===== config.mk =====
export PLATFORM = sky130hd
export DESIGN_NAME = spi_slave_core
export DESIGN_NICKNAME = d
export VERILOG_FILES = /design/src/rtl/spi_slave_core.sv
export SDC_FILE = /design/constraint.sdc
export NUM_CORES = 1
export LEC_CHECK = 0
export ABC_AREA = 1
export ABC_CLOCK_PERIOD_IN_PS = 3300
export CORE_MARGIN = 5
export CORE_UTILIZATION = 29
export DETAILED_ROUTE_END_ITERATION = 10
export GPL_ROUTABILITY_DRIVEN = 0
export PLACE_DENSITY = 0.5
export SLEW_MARGIN = 20
export SYNTH_ARGS = -nofsm -noshare
export SYNTH_HDL_FRONTEND = slang
export SYNTH_SLANG_ARGS = --single-unit

===== constraint.sdc =====
create_clock -name Clk -period 3.3 [get_ports Clk]
set_clock_uncertainty 0.05 [all_clocks]
set_input_delay 0.495 -clock Clk [delete_from_list [all_inputs] [get_ports Clk]]
set_output_delay 0.495 -clock Clk [all_outputs]
set_load 0.03 [all_outputs]

===== src/rtl/spi_slave_core.sv =====
// spi_slave_core: parametrised SPI slave with internal input synchronisers, all CPOL/CPHA modes, MSB/LSB order and multi-word frames.
// Latency: raw sample edge of a word's last bit -> rx_valid after SYNC_STAGES+2 Clk edges; LOAD takes 1 cycle after cs_n falls.
// Backpressure: none toward the master; tx_load is accepted only while tx_ready=1. Optional SPI_SLAVE_ECHO_EN makes an empty tx buffer echo rx_data.
module spi_slave_core #(
    parameter int WIDTH       = 8,
    parameter int SYNC_STAGES = 2,
    parameter bit CPOL        = 1'b0,
    parameter bit CPHA        = 1'b0,
    parameter bit MSB_FIRST   = 1'b1
) (
    input  logic             Clk,
    input  logic             Reset_n,
    input  logic             sclk,
    input  logic             cs_n,
    input  logic             mosi,
    output logic             miso,
    output logic             miso_oe,
    input  logic [WIDTH-1:0] tx_data,
    input  logic             tx_load,
    output logic             tx_ready,
    output logic [WIDTH-1:0] rx_data,
    output logic             rx_valid,
    output logic             busy
);
    localparam int CW = $clog2(WIDTH + 1);
    localparam logic [CW-1:0] CNT_FULL = CW'(WIDTH);

    typedef enum logic [1:0] {IDLE, LOAD, ACTIVE} state_t;

    state_t                 state_q, state_d;
    logic [SYNC_STAGES-1:0] sclk_sync_q, sclk_sync_d;
    logic [SYNC_STAGES-1:0] cs_sync_q, cs_sync_d;
    logic [SYNC_STAGES-1:0] mosi_sync_q, mosi_sync_d;
    logic                   sclk_dly_q, cs_dly_q;
    logic [WIDTH-1:0]       tx_shift_q, tx_shift_d;
    logic [WIDTH-1:0]       rx_shift_q, rx_shift_d;
    logic [WIDTH-1:0]       txbuf_q, txbuf_d;
    logic [CW-1:0]          cnt_q, cnt_d;
    logic                   hold_q, hold_d;
    logic                   miso_q, miso_d;
    logic                   miso_oe_q, miso_oe_d;
    logic                   tx_ready_q, tx_ready_d;
    logic [WIDTH-1:0]       rx_data_q, rx_data_d;
    logic                   rx_valid_q, rx_valid_d;
    logic                   busy_q, busy_d;

    logic sclk_s, cs_s, mosi_s;
    logic lead_e, trail_e, sample_e, shift_e, cs_fall, cs_rise;
    logic xfer;
    logic [WIDTH-1:0] empty_word;

    assign sclk_s = sclk_sync_q[SYNC_STAGES-1];
    assign cs_s   = cs_sync_q[SYNC_STAGES-1];
    assign mosi_s = mosi_sync_q[SYNC_STAGES-1];

    // Edge detection on the synchronised pins; sample/shift roles swap with CPHA.
    always_comb begin
        sclk_sync_d = {sclk_sync_q[SYNC_STAGES-2:0], sclk};
        cs_sync_d   = {cs_sync_q[SYNC_STAGES-2:0], cs_n};
        mosi_sync_d = {mosi_sync_q[SYNC_STAGES-2:0], mosi};
        lead_e      = (sclk_dly_q == CPOL) && (sclk_s != CPOL);
        trail_e     = (sclk_dly_q != CPOL) && (sclk_s == CPOL);
        sample_e    = CPHA ? trail_e : lead_e;
        shift_e     = CPHA ? lead_e : trail_e;
        cs_fall     = cs_dly_q && !cs_s;
        cs_rise     = !cs_dly_q && cs_s;
    end

    // Word loaded into the shifter when the tx buffer is empty at a transfer.
    always_comb begin
`ifdef SPI_SLAVE_ECHO_EN
        // At a word completion the just-finished word is still in rx_shift_q.
        empty_word = (state_q == ACTIVE) ? rx_shift_q : rx_data_q;
`else
        empty_word = '0;
`endif
    end

    // Frame FSM, shift registers, tx buffer handshake and registered outputs.
    always_comb begin
        state_d    = state_q;
        tx_shift_d = tx_shift_q;
        rx_shift_d = rx_shift_q;
        txbuf_d    = txbuf_q;
        cnt_d      = cnt_q;
        hold_d     = hold_q;
        tx_ready_d = tx_ready_q;
        rx_data_d  = rx_data_q;
        rx_valid_d = 1'b0;
        xfer       = 1'b0;
        case (state_q)
            IDLE: begin
                if (cs_fall) state_d = LOAD;
            end
            LOAD: begin
                xfer       = 1'b1;
                cnt_d      = '0;
                rx_shift_d = '0;
                // CPHA=1: the first leading edge only presents bit 0.
                hold_d     = CPHA;
                state_d    = ACTIVE;
            end
            ACTIVE: begin
                if (cnt_q == CNT_FULL) begin
                    rx_data_d  = rx_shift_q;
                    rx_valid_d = 1'b1;
                    cnt_d      = '0;
                    // Reload for the next word; the next shift edge keeps its bit 0.
                    if (!cs_rise) begin
                        xfer   = 1'b1;
                        hold_d = 1'b1;
                    end
                end else begin
                    if (sample_e) begin
                        if (MSB_FIRST) rx_shift_d = {rx_shift_q[WIDTH-2:0], mosi_s};
                        else           rx_shift_d = {mosi_s, rx_shift_q[WIDTH-1:1]};
                        cnt_d = cnt_q + CW'(1);
                    end
                    if (shift_e) begin
                        if (hold_q)         hold_d     = 1'b0;
                        else if (MSB_FIRST) tx_shift_d = {tx_shift_q[WIDTH-2:0], 1'b0};
                        else                tx_shift_d = {1'b0, tx_shift_q[WIDTH-1:1]};
                    end
                end
                if (cs_rise) begin
                    state_d = IDLE;
                    cnt_d   = '0;
                end
            end
            default: state_d = IDLE;
        endcase
        // Transfer takes the old buffer contents before any same-cycle capture.
        if (xfer) begin
            tx_shift_d = tx_ready_q ? empty_word : txbuf_q;
            tx_ready_d = 1'b1;
        end
        if (tx_load && tx_ready_q) begin
            txbuf_d    = tx_data;
            tx_ready_d = 1'b0;
        end
        miso_d    = MSB_FIRST ? tx_shift_d[WIDTH-1] : tx_shift_d[0];
        miso_oe_d = (state_d == ACTIVE);
        busy_d    = (state_d != IDLE);
    end

    // State registers with asynchronous active-low reset.
    always_ff @(posedge Clk or negedge Reset_n) begin
        if (!Reset_n) begin
            state_q     <= IDLE;
            sclk_sync_q <= {SYNC_STAGES{CPOL}};
            cs_sync_q   <= '1;
            mosi_sync_q <= '0;
            sclk_dly_q  <= CPOL;
            cs_dly_q    <= 1'b1;
            tx_shift_q  <= '0;
            rx_shift_q  <= '0;
            txbuf_q     <= '0;
            cnt_q       <= '0;
            hold_q      <= 1'b0;
            miso_q      <= 1'b0;
            miso_oe_q   <= 1'b0;
            tx_ready_q  <= 1'b1;
            rx_data_q   <= '0;
            rx_valid_q  <= 1'b0;
            busy_q      <= 1'b0;
        end else begin
            state_q     <= state_d;
            sclk_sync_q <= sclk_sync_d;
            cs_sync_q   <= cs_sync_d;
            mosi_sync_q <= mosi_sync_d;
            sclk_dly_q  <= sclk_s;
            cs_dly_q    <= cs_s;
            tx_shift_q  <= tx_shift_d;
            rx_shift_q  <= rx_shift_d;
            txbuf_q     <= txbuf_d;
            cnt_q       <= cnt_d;
            hold_q      <= hold_d;
            miso_q      <= miso_d;
            miso_oe_q   <= miso_oe_d;
            tx_ready_q  <= tx_ready_d;
            rx_data_q   <= rx_data_d;
            rx_valid_q  <= rx_valid_d;
            busy_q      <= busy_d;
        end
    end

    assign miso     = miso_q;
    assign miso_oe  = miso_oe_q;
    assign tx_ready = tx_ready_q;
    assign rx_data  = rx_data_q;
    assign rx_valid = rx_valid_q;
    assign busy     = busy_q;

endmodule

==> results of run 1 <==
==> cells by family after synthesis <==
| logic type | share of synthesized area (%) |
|---|---|
| simple gates | 22.5 |
| flops | 57.1 |
| compound gates | 8.42 |
| buf+inv | 8.59 |
| fa+ha+maj | 3.35 |
==> power by group through the flow <==
stage	combinational (W)	sequential (W)	clock, W
6_report	0.000524	0.000825	0.000353
5_1_grt	0.000607	0.000837	0.000396
4_1_cts	0.000529	0.000825	0.000372
3_5_place_dp	0.000527	0.000837	0
3_3_place_gp	0.000521	0.000836	0
2_1_floorplan	0.000359	0.000852	0
==> per-stage QoR <==
step | hold slack, ns | total power [W] | utilization (%)
5_1_grt | 0.266 | 0.00184 | 35.0
3_5_place_dp | 0.285 | 0.00136 | 33.9
2_1_floorplan | 0.149 | 0.00121 | -
4_1_cts | 0.228 | 0.00173 | 35.0
3_3_place_gp | 0.284 | 0.00136 | 33.9
6_report | 0.208 | 0.00170 | 35.0
==> sequential cells by signal (all words and copies together), names as in the netlist, 2 cells and up <==
name,cells
tx_shift_q,8
txbuf_q,8
mosi_sync_q,2
cs_sync_q,2
sclk_sync_q,2
state_q,2
cnt_q,4
rx_data,8
rx_shift_q,8
==> routing by layer <==
layer	vias up	track usage, %	share of wire [%]
met3	2	1.93	2.7
met2	18	15.7	46
li1	840	-	-
met5	-	0	0
met1	753	12.9	51
met4	0	3.51	0.61
==> layout by cell type (no fill, tap or decap), types with 6 or more instances in the layout <==
cell type	netlist	layout
clkdlybuf4s50_1	0	25
ha_1	6	6
nand3_1	28	28
dfrtp_1	47	47
o21ai_0	18	18
inv_1	38	38
o22ai_1	7	7
nor2_1	19	19
nand2_1	49	49
==> layout make-up <==
| type | count | share of cell area [%] |
|---|---|---|
| sequential | 51 | 47.8 |
| clock buffer | 6 | 2.71 |
| multi-input combinational | 148 | 28.7 |
| tap | 102 | 4.76 |
| timing repair buffer | 27 | 9.80 |
| clock inverter | 2 | 0.467 |
| inverter | 41 | 5.74 |
==> path summary, 6_finish.rpt <==
kind,from,to,slack (ns)
setup / recovery,tx_ready,tx_ready,1.13
hold / removal,Reset_n,rx_data[6],0.21
setup reg to reg,state_q[1],tx_shift_q[3],1.37
hold reg to reg,sclk_sync_q[0],sclk_sync_q[1],0.31
max in group asynchronous,Reset_n,cs_dly_q,2.21
min in group Clk,sclk_sync_q[0],sclk_sync_q[1],0.31
==> run_results.csv, run 1 <==
group,metric,value,unit
timing,final.period_utilization,65.7,%
yosys,synth_register_bits,51,
yosys,ys_types,24,
global_routing,antenna_violations_before_repair,0,
cts,postCtsSetupBuffers,0,
yosys,synthesis.area_per_instance,9.12,sq um
cts,h-tree-depth,2,
placement,dpl.cell_count,369,
global_routing,grt_pass1_wl,7700,microns
placement,place.port_buffers,26,
run_status,outcome,"completed",
worst_setup_path,path_buf_inv,1,
finish,final_design_area_no_fill,0.00268,sq mm
cts,postCtsHoldBufs,0,
power,share_clk_of_total_power,20.7,%
finish,synthToLayoutAreaGrowth,19.5,%
route,postRouteAntennaNets,0,
yosys,syn-cell-area,0.00224,sq mm
global_routing,largest_net_degree_at_the_start_of_global_routing,35,
finish,finish.cell_count_without_fillers,377,
cts,cts_num_sinks,51,
cts,worst_skew_pair.late_latency,0.30,ns
timing,max_freq,461,MHz
timing,tightest_slew,0.761,ns
worst_setup_path,reg2regPathDepth,7,
yosys,yosys_most_used_dff,"dfrtp_1",
yosys,synth_edf_count,0,
timing,postLayoutSetupSlackWorst,1.13,ns
timing,rsz0062_at_grt,"no",
yosys,post_synthesis_net_count,266,
worst_setup_path,critical-path-top-delay-family,"buffers and inverters",
finish,antenna-diode-count,0,
power,static-leakage-power,1.23,nW
finish,regArea,0.00128,sq mm
route,detailedRoute.firstIterationViolations,77,
route,postRouteWirelength,4260,microns
floorplan,die_w,98.0,microns
floorplan,rows,32,
worst_setup_path,path_max_fanout,10,
power,peakVddDrop,0.220,mV
worst_setup_path,cp_data_arrival_time,1.62,ns
worst_setup_path,worstPathCellList,"clkdlybuf4s50_1",
route,routedWlPerCell,11.3,microns
floorplan,die_height,98.0,microns
yosys,synth_top_cell_area_share,52.4,%
timing,fin_tns_setup,0,ns
flow_run,max_cap_viol_count,0,
cts,cts-resized-gates,0,
yosys,synth.yosys.seq_area_share,57.1,%
placement,pre_cts_slack,1.40,ns
global_routing,vias_in_the_first_global_route,1648,
hold_path,hold_path.class,"in2async",
cts,cts_made_buffers,5,
worst_setup_path,cp.depth,1,
power,total_switching_power,0.000609,W
worst_setup_path,critical-path-max-stage-delay,0.70,ns
finish,multi_input_comb_area,769,sq um
worst_setup_path,worst-setup-path-type,"reg2out",
timing,max-slew-margin-rel,49.3,%
route,num_vias,1613,
floorplan,core_region_area,0.00765,sq mm
yosys,synth.largest_area_cell,"dfrtp_1",
power,cellPowerDensity,635,mW/mm^2
route,dr.pass1.iters,4,
route,remaining_drc_errors,0,
timing,report.final.slew_viol_count,0,
route,post_dr_vias_cell,4.28,
yosys,post_synth_main_area_contributors,"dfrtp_1, nand2_1, inv_1",
global_routing,grt_remaining_overflow,0,
timing,minimum_period_implied_by_the_final_worst_setup_slack,2.17,ns
worst_setup_path,timing.critical_path.to_type,"output pin",
cts,clock_tree.root_cell,"clkbuf_8",
global_routing,grtUsageTotal,9.71,%
cts,clkSlewWorstSetupHoldPaths,0.09,ns
cts,tritoncts,"done",
yosys,synthesis.yosys.warnings,0,
yosys,most_common_cell_in_the_synthesized_netlist,"nand2_1",
worst_setup_path,critical-path-slowest-cell,"clkdlybuf4s50_1",
timing,setup_failing_eps_final,0,
cts,clock_path_buffers,2,
floorplan,die-area,0.00960,sq mm
timing,hold_violations,0,
finish,share_of_final_layout_standard_cells_stronger_than_drive_strength_1,9.45,%
power,switching_share,35.8,%
power,seqPwrFrac,48.5,%
yosys,synthArstFlopShare,100,%
placement,dpl-instance-area,0.00259,sq mm
floorplan,pin_count,27,
yosys,synthCells,246,
power,internal-power,0.00109,W
power,power_frac_comb,30.8,%
worst_setup_path,worstPathRequired,2.75,ns
placement,detailed_place_hpwl,3070,microns
finish,fillerInstances,787,
finish,final_nets,294,
worst_setup_path,start_kind,"register",
yosys,cell_types_with_the_highest_counts_after_synthesis,"nand2_1, dfrtp_1, inv_1, nand3_1, nor2_1",
floorplan,initial_utilization,29.3,%
No activity file was read; power rests on OpenSTA's default activity.
==> run 2: changes to the inputs <==
Settings changed: ABC_CLOCK_PERIOD_IN_PS 3300 to 2000.
Clock period 3.3 ns to 2 ns, I/O delays scaled along.
==> run_results.csv, run 2 (synthesis gave the netlist of run 1 again) <==
group,metric,value,unit
run_status,outcome,"completed",
finish,synthToLayoutAreaGrowth,21.5,%
power,cellPowerDensity,1030,mW/mm^2
worst_setup_path,worstPathCellList,"inv_1 -> ha_1 -> nand2_1 -> inv_1 -> nor2_2 -> nand3_1 -> nand2_1",
global_routing,grtUsageTotal,9.45,%
cts,tritoncts,"done",
worst_setup_path,worstPathRequired,2.19,ns
cts,cts_num_sinks,51,
power,switching_share,35.3,%
global_routing,vias_in_the_first_global_route,1635,
placement,detailed_place_hpwl,3080,microns
timing,max-slew-margin-rel,69.3,%
timing,report.final.slew_viol_count,0,
floorplan,initial_utilization,29.3,%
route,postRouteAntennaNets,0,
route,post_dr_vias_cell,4.23,
placement,dpl.cell_count,374,
global_routing,antenna_violations_before_repair,0,
route,postRouteWirelength,4110,microns
timing,fin_tns_setup,0,ns
placement,dpl-instance-area,0.00263,sq mm
finish,finish.cell_count_without_fillers,383,
route,num_vias,1619,
global_routing,grt_pass1_wl,7610,microns
timing,minimum_period_implied_by_the_final_worst_setup_slack,1.77,ns
power,internal-power,0.00182,W
finish,utilization,35.7,%
worst_setup_path,start_kind,"register",
finish,final_design_area_no_fill,0.00273,sq mm
power,power_frac_comb,31.1,%
timing,tightest_slew,0.459,ns
finish,layout_common_cells,"nand2_1, dfrtp_1, inv_1",
timing,max_freq,564,MHz
cts,clkSlewWorstSetupHoldPaths,0.09,ns
timing,hold_violations,0,
power,total_switching_power,0.000993,W
floorplan,die-area,0.00960,sq mm
cts,clock_tree.root_cell,"clkbuf_8",
cts,postCtsSetupBuffers,0,
floorplan,die_height,98.0,microns
route,dr.pass1.iters,4,
route,remaining_drc_errors,0,
floorplan,rows,32,
floorplan,pin_count,27,
flow_run,max_cap_viol_count,0,
cts,cts_made_buffers,5,
placement,place.port_buffers,26,
worst_setup_path,path_max_fanout,12,
power,static-leakage-power,1.26,nW
finish,final_common_cell,"nand2_1",
timing,final.period_utilization,88.7,%
worst_setup_path,worst-setup-path-type,"reg2reg",
cts,h-tree-depth,2,
power,seqPwrFrac,48.3,%
worst_setup_path,critical-path-top-delay-family,"simple AND/OR/NAND/NOR gates",
global_routing,largest_net_degree_at_the_start_of_global_routing,34,
worst_setup_path,cp_data_arrival_time,1.96,ns
hold_path,hold_path.class,"reg2reg",
cts,worst_skew_pair.late_latency,0.30,ns
power,report.power.total,0.00281,W
floorplan,die_w,98.0,microns
worst_setup_path,critical-path-slowest-cell,"dfrtp_1",
finish,fillerInstances,790,
timing,rsz0062_at_grt,"no",
timing,setup_failing_eps_final,0,
route,detailedRoute.firstIterationViolations,92,
cts,clock_path_buffers,2,
worst_setup_path,path_buf_inv,2,
floorplan,core_region_area,0.00765,sq mm
worst_setup_path,timing.critical_path.to_type,"register",
worst_setup_path,critical-path-max-stage-delay,0.42,ns
route,routedWlPerCell,10.7,microns
finish,final_nets,300,
power,peakVddDrop,0.373,mV
finish,antenna-diode-count,0,
global_routing,grt_remaining_overflow,0,
finish,share_of_final_layout_standard_cells_stronger_than_drive_strength_1,11.0,%
power,share_clk_of_total_power,20.6,%
-- run 2: per-layer routing --
layer | global-route usage, % | wire length [microns]
met1 | 13.4 | 2120
met2 | 14.1 | 1810
met3 | 2.00 | 133
met4 | 3.73 | 46
met5 | 0 | 0
-- run 2: path summary, 6_finish.rpt --
path / startpoint / to / slack, ns / cells past startpoint
max reg2reg: state_q[1] / tx_shift_q[0] / 0.23 / 7
min in group asynchronous: Reset_n / rx_data[7] / 0.44 / 3
min: sclk_sync_q[0] / sclk_sync_q[1] / 0.30 / 0
max: state_q[1] / tx_shift_q[0] / 0.23 / 7
max in group asynchronous: Reset_n / tx_ready / 1.05 / 3
min reg2reg: sclk_sync_q[0] / sclk_sync_q[1] / 0.30 / 0
-- run 2: power groups by stage --
stage	clock, W	combinational (W)	sequential (W)
6_report	0.000580	0.000875	0.00136
5_1_grt	0.000648	0.00101	0.00139
4_1_cts	0.000607	0.000890	0.00136
3_5_place_dp	0	0.000893	0.00138
3_3_place_gp	0	0.000883	0.00138
2_1_floorplan	0	0.000592	0.00141
-- run 2: metrics by stage --
| stage | setup WS, ns | hold WS, ns |
|---|---|---|
| after floorplan | 0.404 | -0.0456 |
| after CTS | 0.207 | 0.307 |
| after detailed placement | 0.231 | 0.236 |
| after global routing | 0.0652 | 0.316 |
| final | 0.227 | 0.304 |
| after global placement | 0.308 | 0.233 |
-- run 2: timing repair --
| item | in CTS | in global routing |
|---|---|---|
| endpoints found under the setup margin | 1 | 0 |
| hold buffers | 1 | 0 |
| endpoints found under the hold margin | 37 | 0 |
| gates resized for setup | 1 | 0 |
-- run 2: final cells by class --
class / count / area, sq um / area share, %
inverter: 41 / 154 / 5.64
sequential: 51 / 1280 / 47.0
multi-input combinational: 148 / 769 / 28.2
clock inverter: 2 / 12.5 / 0.459
timing repair buffer: 33 / 309 / 11.3
clock buffer: 6 / 72.6 / 2.66
tap: 102 / 128 / 4.68
